`src/rtl/spi_mm_bridge.sv`:
```
// SPI mode-0 slave decoding [cmd8][addr8][data16] frames into single-cycle MM writes/reads; 3 clk_sys_i from SPI edge to action.
// No backpressure: MM slaves accept a write strobe every cycle and return read data combinationally.
module spi_mm_bridge #(
    parameter int         MM_ADDR_WIDTH = 8,
    parameter int         MM_DATA_WIDTH = 16,
    parameter logic [7:0] CMD_WR        = 8'h02,
    parameter logic [7:0] CMD_RD        = 8'h03
) (
    input  logic                     clk_sys_i,
    input  logic                     rst_i,
    input  logic                     spi_sclk_i,
    input  logic                     spi_cs_n_i,
    input  logic                     spi_mosi_i,
    output logic                     spi_miso_o,
    output logic                     spi_miso_oe_o,
    output logic [MM_ADDR_WIDTH-1:0] mm_m_addr_o,
    output logic [MM_DATA_WIDTH-1:0] mm_m_wdata_o,
    input  logic [MM_DATA_WIDTH-1:0] mm_m_rdata_i,
    output logic                     mm_m_we_o,
    output logic                     frame_err_o
);

    localparam int CMD_BITS   = 8;
    localparam int ADDR_END   = CMD_BITS + MM_ADDR_WIDTH;
    localparam int FRAME_BITS = ADDR_END + MM_DATA_WIDTH;

    localparam logic [5:0] CNT_CMD_LAST   = 6'(CMD_BITS - 1);
    localparam logic [5:0] CNT_ADDR_LAST  = 6'(ADDR_END - 1);
    localparam logic [5:0] CNT_FRAME_LAST = 6'(FRAME_BITS - 1);

    typedef enum logic [2:0] {
        ST_IDLE,
        ST_CMD,
        ST_ADDR,
        ST_DATA,
        ST_WAIT_CS
    } state_t;

    state_t state, state_nxt;

    logic sclk_m, sclk_s, sclk_d;
    logic cs_n_m, cs_n_s, cs_n_d;
    logic mosi_m, mosi_s;

    logic                     rise, fall, cs_fall;
    logic [5:0]               bit_cnt;
    logic [MM_DATA_WIDTH-2:0] rx_shift;
    logic [MM_DATA_WIDTH-1:0] rx_word;
    logic [CMD_BITS-1:0]      cmd_q;
    logic [MM_DATA_WIDTH-1:0] tx_shift;
    logic                     rd_load;
    logic                     miso_q;
    logic                     is_rd, is_wr;

    logic in_frame, shift_en, cmd_done, addr_done, data_done, abort, bad_cmd;

    // Synchronisers plus one history stage for edge detection; CS idles high.
    always_ff @(posedge clk_sys_i or posedge rst_i) begin
        if (rst_i) begin
            sclk_m <= 1'b0;
            sclk_s <= 1'b0;
            sclk_d <= 1'b0;
            cs_n_m <= 1'b1;
            cs_n_s <= 1'b1;
            cs_n_d <= 1'b1;
            mosi_m <= 1'b0;
            mosi_s <= 1'b0;
        end else begin
            sclk_m <= spi_sclk_i;
            sclk_s <= sclk_m;
            sclk_d <= sclk_s;
            cs_n_m <= spi_cs_n_i;
            cs_n_s <= cs_n_m;
            cs_n_d <= cs_n_s;
            mosi_m <= spi_mosi_i;
            mosi_s <= mosi_m;
        end
    end

    assign rise    = sclk_s & ~sclk_d & ~cs_n_s;
    assign fall    = ~sclk_s & sclk_d & ~cs_n_s;
    assign cs_fall = ~cs_n_s & cs_n_d;
    assign rx_word = {rx_shift, mosi_s};
    assign is_rd   = (cmd_q == CMD_RD);
    assign is_wr   = (cmd_q == CMD_WR);

    always_ff @(posedge clk_sys_i or posedge rst_i) begin
        if (rst_i) begin
            state <= ST_IDLE;
        end else begin
            state <= state_nxt;
        end
    end

    always_comb begin
        state_nxt = state;
        case (state)
            ST_IDLE:    if (cs_fall) state_nxt = ST_CMD;
            ST_CMD: begin
                if (cs_n_s)        state_nxt = ST_IDLE;
                else if (cmd_done) state_nxt = bad_cmd ? ST_WAIT_CS : ST_ADDR;
            end
            ST_ADDR: begin
                if (cs_n_s)         state_nxt = ST_IDLE;
                else if (addr_done) state_nxt = ST_DATA;
            end
            ST_DATA: begin
                if (cs_n_s)         state_nxt = ST_IDLE;
                else if (data_done) state_nxt = ST_WAIT_CS;
            end
            ST_WAIT_CS: if (cs_n_s) state_nxt = ST_IDLE;
            default:    state_nxt = ST_IDLE;
        endcase
    end

    // Frame-phase strobes; an abort only counts as an error once a bit has arrived.
    always_comb begin
        in_frame  = (state == ST_CMD) || (state == ST_ADDR) || (state == ST_DATA);
        shift_en  = 1'b0;
        cmd_done  = 1'b0;
        addr_done = 1'b0;
        data_done = 1'b0;
        abort     = 1'b0;
        bad_cmd   = 1'b0;
        if (in_frame && cs_n_s) begin
            abort = (bit_cnt != 6'd0);
        end else if (in_frame && rise) begin
            shift_en = 1'b1;
            case (state)
                ST_CMD: begin
                    if (bit_cnt == CNT_CMD_LAST) begin
                        cmd_done = 1'b1;
                        bad_cmd  = (rx_word[CMD_BITS-1:0] != CMD_WR) &&
                                   (rx_word[CMD_BITS-1:0] != CMD_RD);
                    end
                end
                ST_ADDR: addr_done = (bit_cnt == CNT_ADDR_LAST);
                ST_DATA: data_done = (bit_cnt == CNT_FRAME_LAST);
                default: ;
            endcase
        end
    end

    always_ff @(posedge clk_sys_i or posedge rst_i) begin
        if (rst_i) begin
            bit_cnt  <= '0;
            rx_shift <= '0;
            cmd_q    <= '0;
        end else if (state == ST_IDLE) begin
            bit_cnt  <= '0;
            rx_shift <= '0;
        end else if (shift_en) begin
            bit_cnt  <= bit_cnt + 6'd1;
            rx_shift <= rx_word[MM_DATA_WIDTH-2:0];
            if (cmd_done) cmd_q <= rx_word[CMD_BITS-1:0];
        end
    end

    // Read data is captured one cycle after the address moves so the slave decode settles.
    always_ff @(posedge clk_sys_i or posedge rst_i) begin
        if (rst_i) begin
            mm_m_addr_o  <= '0;
            mm_m_wdata_o <= '0;
            mm_m_we_o    <= 1'b0;
            rd_load      <= 1'b0;
            tx_shift     <= '0;
            miso_q       <= 1'b0;
            frame_err_o  <= 1'b0;
            spi_miso_oe_o <= 1'b0;
        end else begin
            if (addr_done) mm_m_addr_o <= rx_word[MM_ADDR_WIDTH-1:0];
            rd_load <= addr_done && is_rd;
            if (data_done && is_wr) mm_m_wdata_o <= rx_word;
            mm_m_we_o <= data_done && is_wr;
            if (rd_load) begin
                tx_shift <= mm_m_rdata_i;
            end else if (fall && (state == ST_DATA) && is_rd) begin
                tx_shift <= {tx_shift[MM_DATA_WIDTH-2:0], 1'b0};
            end
            if ((state == ST_DATA) && is_rd) begin
                if (fall) miso_q <= tx_shift[MM_DATA_WIDTH-1];
            end else begin
                miso_q <= 1'b0;
            end
            frame_err_o   <= abort || bad_cmd;
            spi_miso_oe_o <= ~cs_n_s;
        end
    end

    assign spi_miso_o = miso_q & spi_miso_oe_o;

endmodule

```
`config.mk`:
```
export PLATFORM = sky130hd
export DESIGN_NAME = spi_mm_bridge
export DESIGN_NICKNAME = d
export VERILOG_FILES = /design/src/rtl/spi_mm_bridge.sv
export SDC_FILE = /design/constraint.sdc
export NUM_CORES = 1
export LEC_CHECK = 0
export ABC_CLOCK_PERIOD_IN_PS = 3100
export CAP_MARGIN = 20
export CORE_UTILIZATION = 41
export CTS_CLUSTER_SIZE = 12
export DETAILED_ROUTE_END_ITERATION = 6
export GPL_TIMING_DRIVEN = 0
export SYNTH_ARGS = -nofsm -noshare
export SYNTH_HDL_FRONTEND = slang
export SYNTH_SLANG_ARGS = --single-unit
export TNS_END_PERCENT = 1
```
`constraint.sdc`:
```
create_clock -name clk_sys_i -period 3.1 [get_ports clk_sys_i]
set_input_delay 0.465 -clock clk_sys_i [delete_from_list [all_inputs] [get_ports clk_sys_i]]
set_output_delay 0.465 -clock clk_sys_i [all_outputs]
set_load 0.02 [all_outputs]
```
* Word-level counts from Yosys, hierarchy flattened *
Cells that the tools add are included.

cells by class
  add/subtract/negate cells = 1
  reduce and logical (&&, ||, !) cells = 17
  multiplexer cells = 35
  bitwise gates (word level) = 10
  eq/ne operators = 17

operators by type and width
  cell                                                              count
  16-bit two-way mux                                                2
  15-bit two-way mux                                                2
  3-bit two-way mux                                                 9
  1-bit two-way mux                                                 19
  8-bit by 2-bit == test with 1-bit output (second input constant)  2
  8-bit by 2-bit != test with 1-bit output (second input constant)  2
  3-bit case mux with 5 select lines                                1
  6-bit two-way mux                                                 2
  3-bit != test (second input constant)                             3
  1-bit logical AND                                                 8
  6-bit by 1-bit adder with 6-bit output (second input constant)    1
  1-bit AND                                                         6
  3-bit by 2-bit == test with 1-bit output (second input constant)  2
  6-bit by 3-bit == test with 1-bit output (second input constant)  1
  6-bit by 4-bit == test with 1-bit output (second input constant)  1
  6-bit by 5-bit == test with 1-bit output (second input constant)  1
  2-bit != test (second input constant)                             3
  6-bit nonzero test                                                1
  5-bit AND reduction                                               1
  1-bit inverter                                                    4
  2-bit nonzero test                                                2
  3-bit by 1-bit == test with 1-bit output (second input constant)  1
  3-bit == test (second input constant)                             1
  3-bit logical NOT                                                 1
  2 further kinds                                                   4

storage, ports and cells
  flip-flop bits (word level) = 85
  output and inout port bits = 28
  word-level logic and storage cells = 100
  input port bits = 21

* Depth between registers and ports, before layout *
Gate-level depths: netlist of the first run.

  depth in word-level cells = 10
  depth in mapped cells = 7
  gate-level depth less buffers = 6

* Worst setup path before layout of the first run *
No wires, ideal clock.

  path type = register to register
  start = reg cmd_q[3]
  end = reg tx_shift[15]
  path slack = 459 ps
  buffers on the path = 1
  clock period less this slack = 2,641 ps
  setup time = 125 ps
  arrival time = 2,516 ps
  stages on the path, launching flop included = 7
  data required time = 2,975 ps
  cell sequence = dfrtp_1 -> or4_4 -> or4b_4 -> nor3b_4 -> buf_8 -> mux2_2 -> mux2_2

between the ends
  word-level cells in the longest chain between the ends = 3

ends and longest elaborated chain
  item                                      line  text
  start: declaration                        49    logic [CMD_BITS-1:0] cmd_q;
  start signal: assignment                  155   if (cmd_done) cmd_q <= rx_word[CMD_BITS-1:0];
  8-bit by 2-bit == test with 1-bit output  84    assign is_rd = (cmd_q == CMD_RD);
  1-bit logical AND                         177   end else if (fall && (state == ST_DATA) && is_rd) begin
  2-bit nonzero test (no source line)       n/a
  end signal: assignment                    176   tx_shift <= mm_m_rdata_i;
  end signal: assignment                    178   tx_shift <= {tx_shift[MM_DATA_WIDTH-2:0], 1'b0};
  end: declaration                          50    logic [MM_DATA_WIDTH-1:0] tx_shift;

Every way passes these cells.
A chain may end at the register's enable or synchronous reset.

* Worst setup path in the final report of the first run *
  start = reg cmd_q[3]
  end = reg tx_shift[3]

The elaborated chain is that of the path after synthesis.

==> impl_results.md, run 1 <==
- Die area: between 0.009 and 0.01 mm^2
- Slowest-stage cell, CP: or4b_4
- Clk buf depth: 2
- Placed insts: between 400 and 500
- Core Area: 0.008721 mm^2
- Via/cell ratio: about 5.1
- DRT antenna net count: 0
- Crit share post-route: between 90% and 100%
- Area Growth Syn to Fin: 22.41%
- Worst EP required: ~3.3 ns
- R2R setup slack: 0.30 ns
- CTS root buffer: clkbuf_8
- Slew @ Worst Pin: 0.9758 ns
- CP startpoint kind: flip-flop
- Leakage: 2.126 nW
- Area of the multi-input gates: roughly 0.0015 mm^2
- Most used cell, CP: mux2_2
- Initial core utilization: around 42%
- CTS Sinks: 85
- Cell Rows: 34
- Crit path DAT: between 3 and 4 ns
- Post-CTS Setup Inserts: 0
- Vias in the first global route: ~2.4k
- Largest net degree at the start of global routing: between 50 and 60
- Clock latency at the later pin of the worst-skew pair: 0.36 ns
- First-pass GRT wire length: 12.07 mm
- GPL Wtd Cong: 0.7699
- Number of synthesized flops with an enable pin: 0
- Max transition margin: about a third
- Worst path cell trace: or4_4, or4b_4, nor3b_4, buf_8, mux2_2, mux2_2
- Crit path max fanout: 10
- Max_cap viols: 0
- Router iterations before antenna repair: 4
- CTS Buf Count: 9
- Post-synth ARST share: 100.0%
- Layout Skew: between 0.009 and 0.01 ns
- CTS tree: done
- Synth Cell Area: approximately 0.0037 mm^2
- Worst path depth: 6
- Diode count: 0
- Delay of the slowest cell on the worst path: about 0.56 ns
- Sequential fraction of the synthesis area: between 50% and 60%
- FF+latch area: roughly 0.0021 mm^2
- Vias after detailed routing: around 2.4k
- Min cycle time layout: between 2 and 3 ns
- Post-CTS sizing: 0
- Synth unique cells: 50
- Final-stage net count: 381
- Avg WL per Cell: approximately 15 um
- P per Cell Area: just over 500 mW/mm^2
- Die width: 96.88 um
- Number of DRC markers in iteration 0: 79
- Maximum VDD drop: 0.0002099 V
- Top_reg_cell synth: dfrtp_1
- Die height: ~97 um
- Register bit count reported by yosys: 85
- Hold Buf Count CTS: 0
- Clock transition at path regs: about 0.08 ns
- Syn avg cell area: about 12 um^2
- Num ports: 49
- # setup viols final: 0
- Worst setup EP type: flip-flop
- Outcome: finished clean
- Max Fclk: between 300 and 400 MHz
- Setup TNS: 0 ns
- Final WL: between 6 and 7 mm
- DRC: 0
- Buffers on Ports: between 40 and 50
- Share of layout cells above drive strength 1: between 20% and 30%
- Initial antenna violation count: 0
- Delay-heaviest family, CP: simple AND/OR/NAND/NOR gates
- Post-route insts no fill: 470
- Final Hold Fails: 0
- Global Route Usage Sum: 16.00%
- Gate count of the mapped netlist: around 300
- RSZ-0062 raised after global routing: no
- Filler cells: around 770
- Critical path class: flip-flop to flip-flop
- Max Slew Vio Count: 0
- Reg2reg path depth: 6
- Total Power: between 0.002 and 0.0025 W
- HP Class: flip-flop to flip-flop
- CP Buf/Inv Count: 1
- H-tree depth: 3
- Syn_nets: around 320
- HPWL after DPL: between 4 and 5 mm
- Hold depth: 0
- Synth Warn #: 0
- Congestion Overflow GR: 0
## per-stage QoR
| stage | area (um^2) | hold WS, ns | setup WS (ns) | utilization, % |
|---|---|---|---|---|
| floorplan | 3691 | 0.3312 | 0.4465 | - |
| global placement | 4307 | 0.3323 | -0.9590 | 49.38 |
| detailed placement | 4337 | 0.3362 | 0.2884 | 49.73 |
| CTS | 4518 | 0.3505 | 0.2635 | 51.81 |
| global route | 4518 | 0.3549 | 0.1173 | 51.81 |
| finish | 4518 | 0.3482 | 0.3026 | 51.81 |
## registers in the layout, indices dropped and copies added, names as in the netlist, 3 cells and up
name and cells:
bit_cnt 6, mm_m_wdata_o 16, cmd_q 8, state 3, rx_shift 15, mm_m_addr_o 8, tx_shift 16
## path summary, 6_finish.rpt
check / startpoint / to
setup / recovery: cmd_q[3]$_DFFE_PP0P_ / tx_shift[3]$_DFFE_PP0P_
hold / removal: mosi_m$_DFF_PP0_ / mosi_s$_DFF_PP0_
setup reg to reg: cmd_q[3]$_DFFE_PP0P_ / tx_shift[3]$_DFFE_PP0P_
hold reg to reg: mosi_m$_DFF_PP0_ / mosi_s$_DFF_PP0_
max in group asynchronous: rst_i / bit_cnt[5]$_DFFE_PP0P_
min in group asynchronous: rst_i / tx_shift[10]$_DFFE_PP0P_
## cells in the final DEF (no fill, tap or decap), types with 2 or more instances in the layout
master,synthesis,routed
dfrtp_1,82,82
mux2_2,61,61
clkdlybuf4s50_1,0,48
nand2_1,40,40
nand3_1,20,20
clkbuf_1,9,11
nor2_1,11,11
clkbuf_8,0,9
buf_2,4,4
nor3_1,4,4
inv_1,5,4
nand2b_1,3,3
nor4_1,3,3
or3_1,3,3
xor2_1,3,3
dfstp_2,3,3
or3_2,2,2
or4_1,2,2
o211ai_1,2,2
and2_1,2,2
a21oi_1,2,2
xnor2_1,2,2
a31oi_1,2,2
buf_1,2,2
o31ai_1,2,2
o21ai_0,2,2
ha_1,2,2
clkinvlp_4,0,2
## synth_stat cells, types with 2 or more instances
master | n | share of area (%)
dfrtp_1 | 82 | 56
mux2_2 | 61 | 19
nand2_1 | 40 | 4.1
nand3_1 | 20 | 2.7
nor2_1 | 11 | 1.1
clkbuf_1 | 9 | 0.92
inv_1 | 5 | 0.51
buf_2 | 4 | 0.54
nor3_1 | 4 | 0.54
dfstp_2 | 3 | 2.1
nand2b_1 | 3 | 0.51
nor4_1 | 3 | 0.51
or3_1 | 3 | 0.51
xor2_1 | 3 | 0.71
a21oi_1 | 2 | 0.27
a31oi_1 | 2 | 0.34
and2_1 | 2 | 0.34
buf_1 | 2 | 0.20
ha_1 | 2 | 0.68
o211ai_1 | 2 | 0.41
o21ai_0 | 2 | 0.27
o31ai_1 | 2 | 0.41
or3_2 | 2 | 0.41
or4_1 | 2 | 0.41
xnor2_1 | 2 | 0.47
## final cells by class
| cell class | instances | area share [%] |
|---|---|---|
| clock buffer | 11 | 2.908 |
| buffer | 18 | 1.966 |
| timing repair buffer | 49 | 11.24 |
| sequential | 85 | 47.16 |
| clock inverter | 4 | 1.108 |
| multi-input combinational | 190 | 32.15 |
| inverter | 5 | 0.4708 |
| tap | 108 | 2.991 |
## cells by family (layout without fill, tap and decap cells)
| logic type | after synthesis | in the layout | share of synthesized area (%) |
|---|---|---|---|
| buf+inv | 23 | 87 | 2.915 |
| mux | 63 | 63 | 19.19 |
| compound gates | 16 | 16 | 3.017 |
| simple gates | 104 | 104 | 15.29 |
| flops | 85 | 85 | 57.73 |
| xor+xnor | 5 | 5 | 1.187 |
| fa+ha+maj | 2 | 2 | 0.6779 |
## power breakdown
group          leakage (nW)  total [W]  switching [W]  internal (W)
combinational         0.884   0.000366       0.000239      0.000126
sequential             1.16    0.00115      0.0000186       0.00114
clock                0.0854   0.000750       0.000383      0.000367
total                  2.13    0.00227       0.000640       0.00163
## metal layers
layer / wire length, um / vias up / global-route usage, %
met5: 0 / - / 0
li1: - / 1159 / -
met3: 233 / 9 / 3.324
met2: 3033 / 49 / 23.13
met1: 3421 / 1190 / 22.96
met4: 138 / 0 / 7.577
(Power assumes the default switching activity.)
==> run 2, diff against run 1 <==
--- a/config.mk
+++ b/config.mk
@@ -6,7 +6,7 @@
 export NUM_CORES = 1
 export LEC_CHECK = 0
 export ABC_CLOCK_PERIOD_IN_PS = 3100
-export CAP_MARGIN = 20
+export CAP_MARGIN = 15
 export CORE_UTILIZATION = 41
 export CTS_CLUSTER_SIZE = 12
 export DETAILED_ROUTE_END_ITERATION = 6
==> results of run 2 <==
Final layout, timing and power as in run 1 (identical DEF).
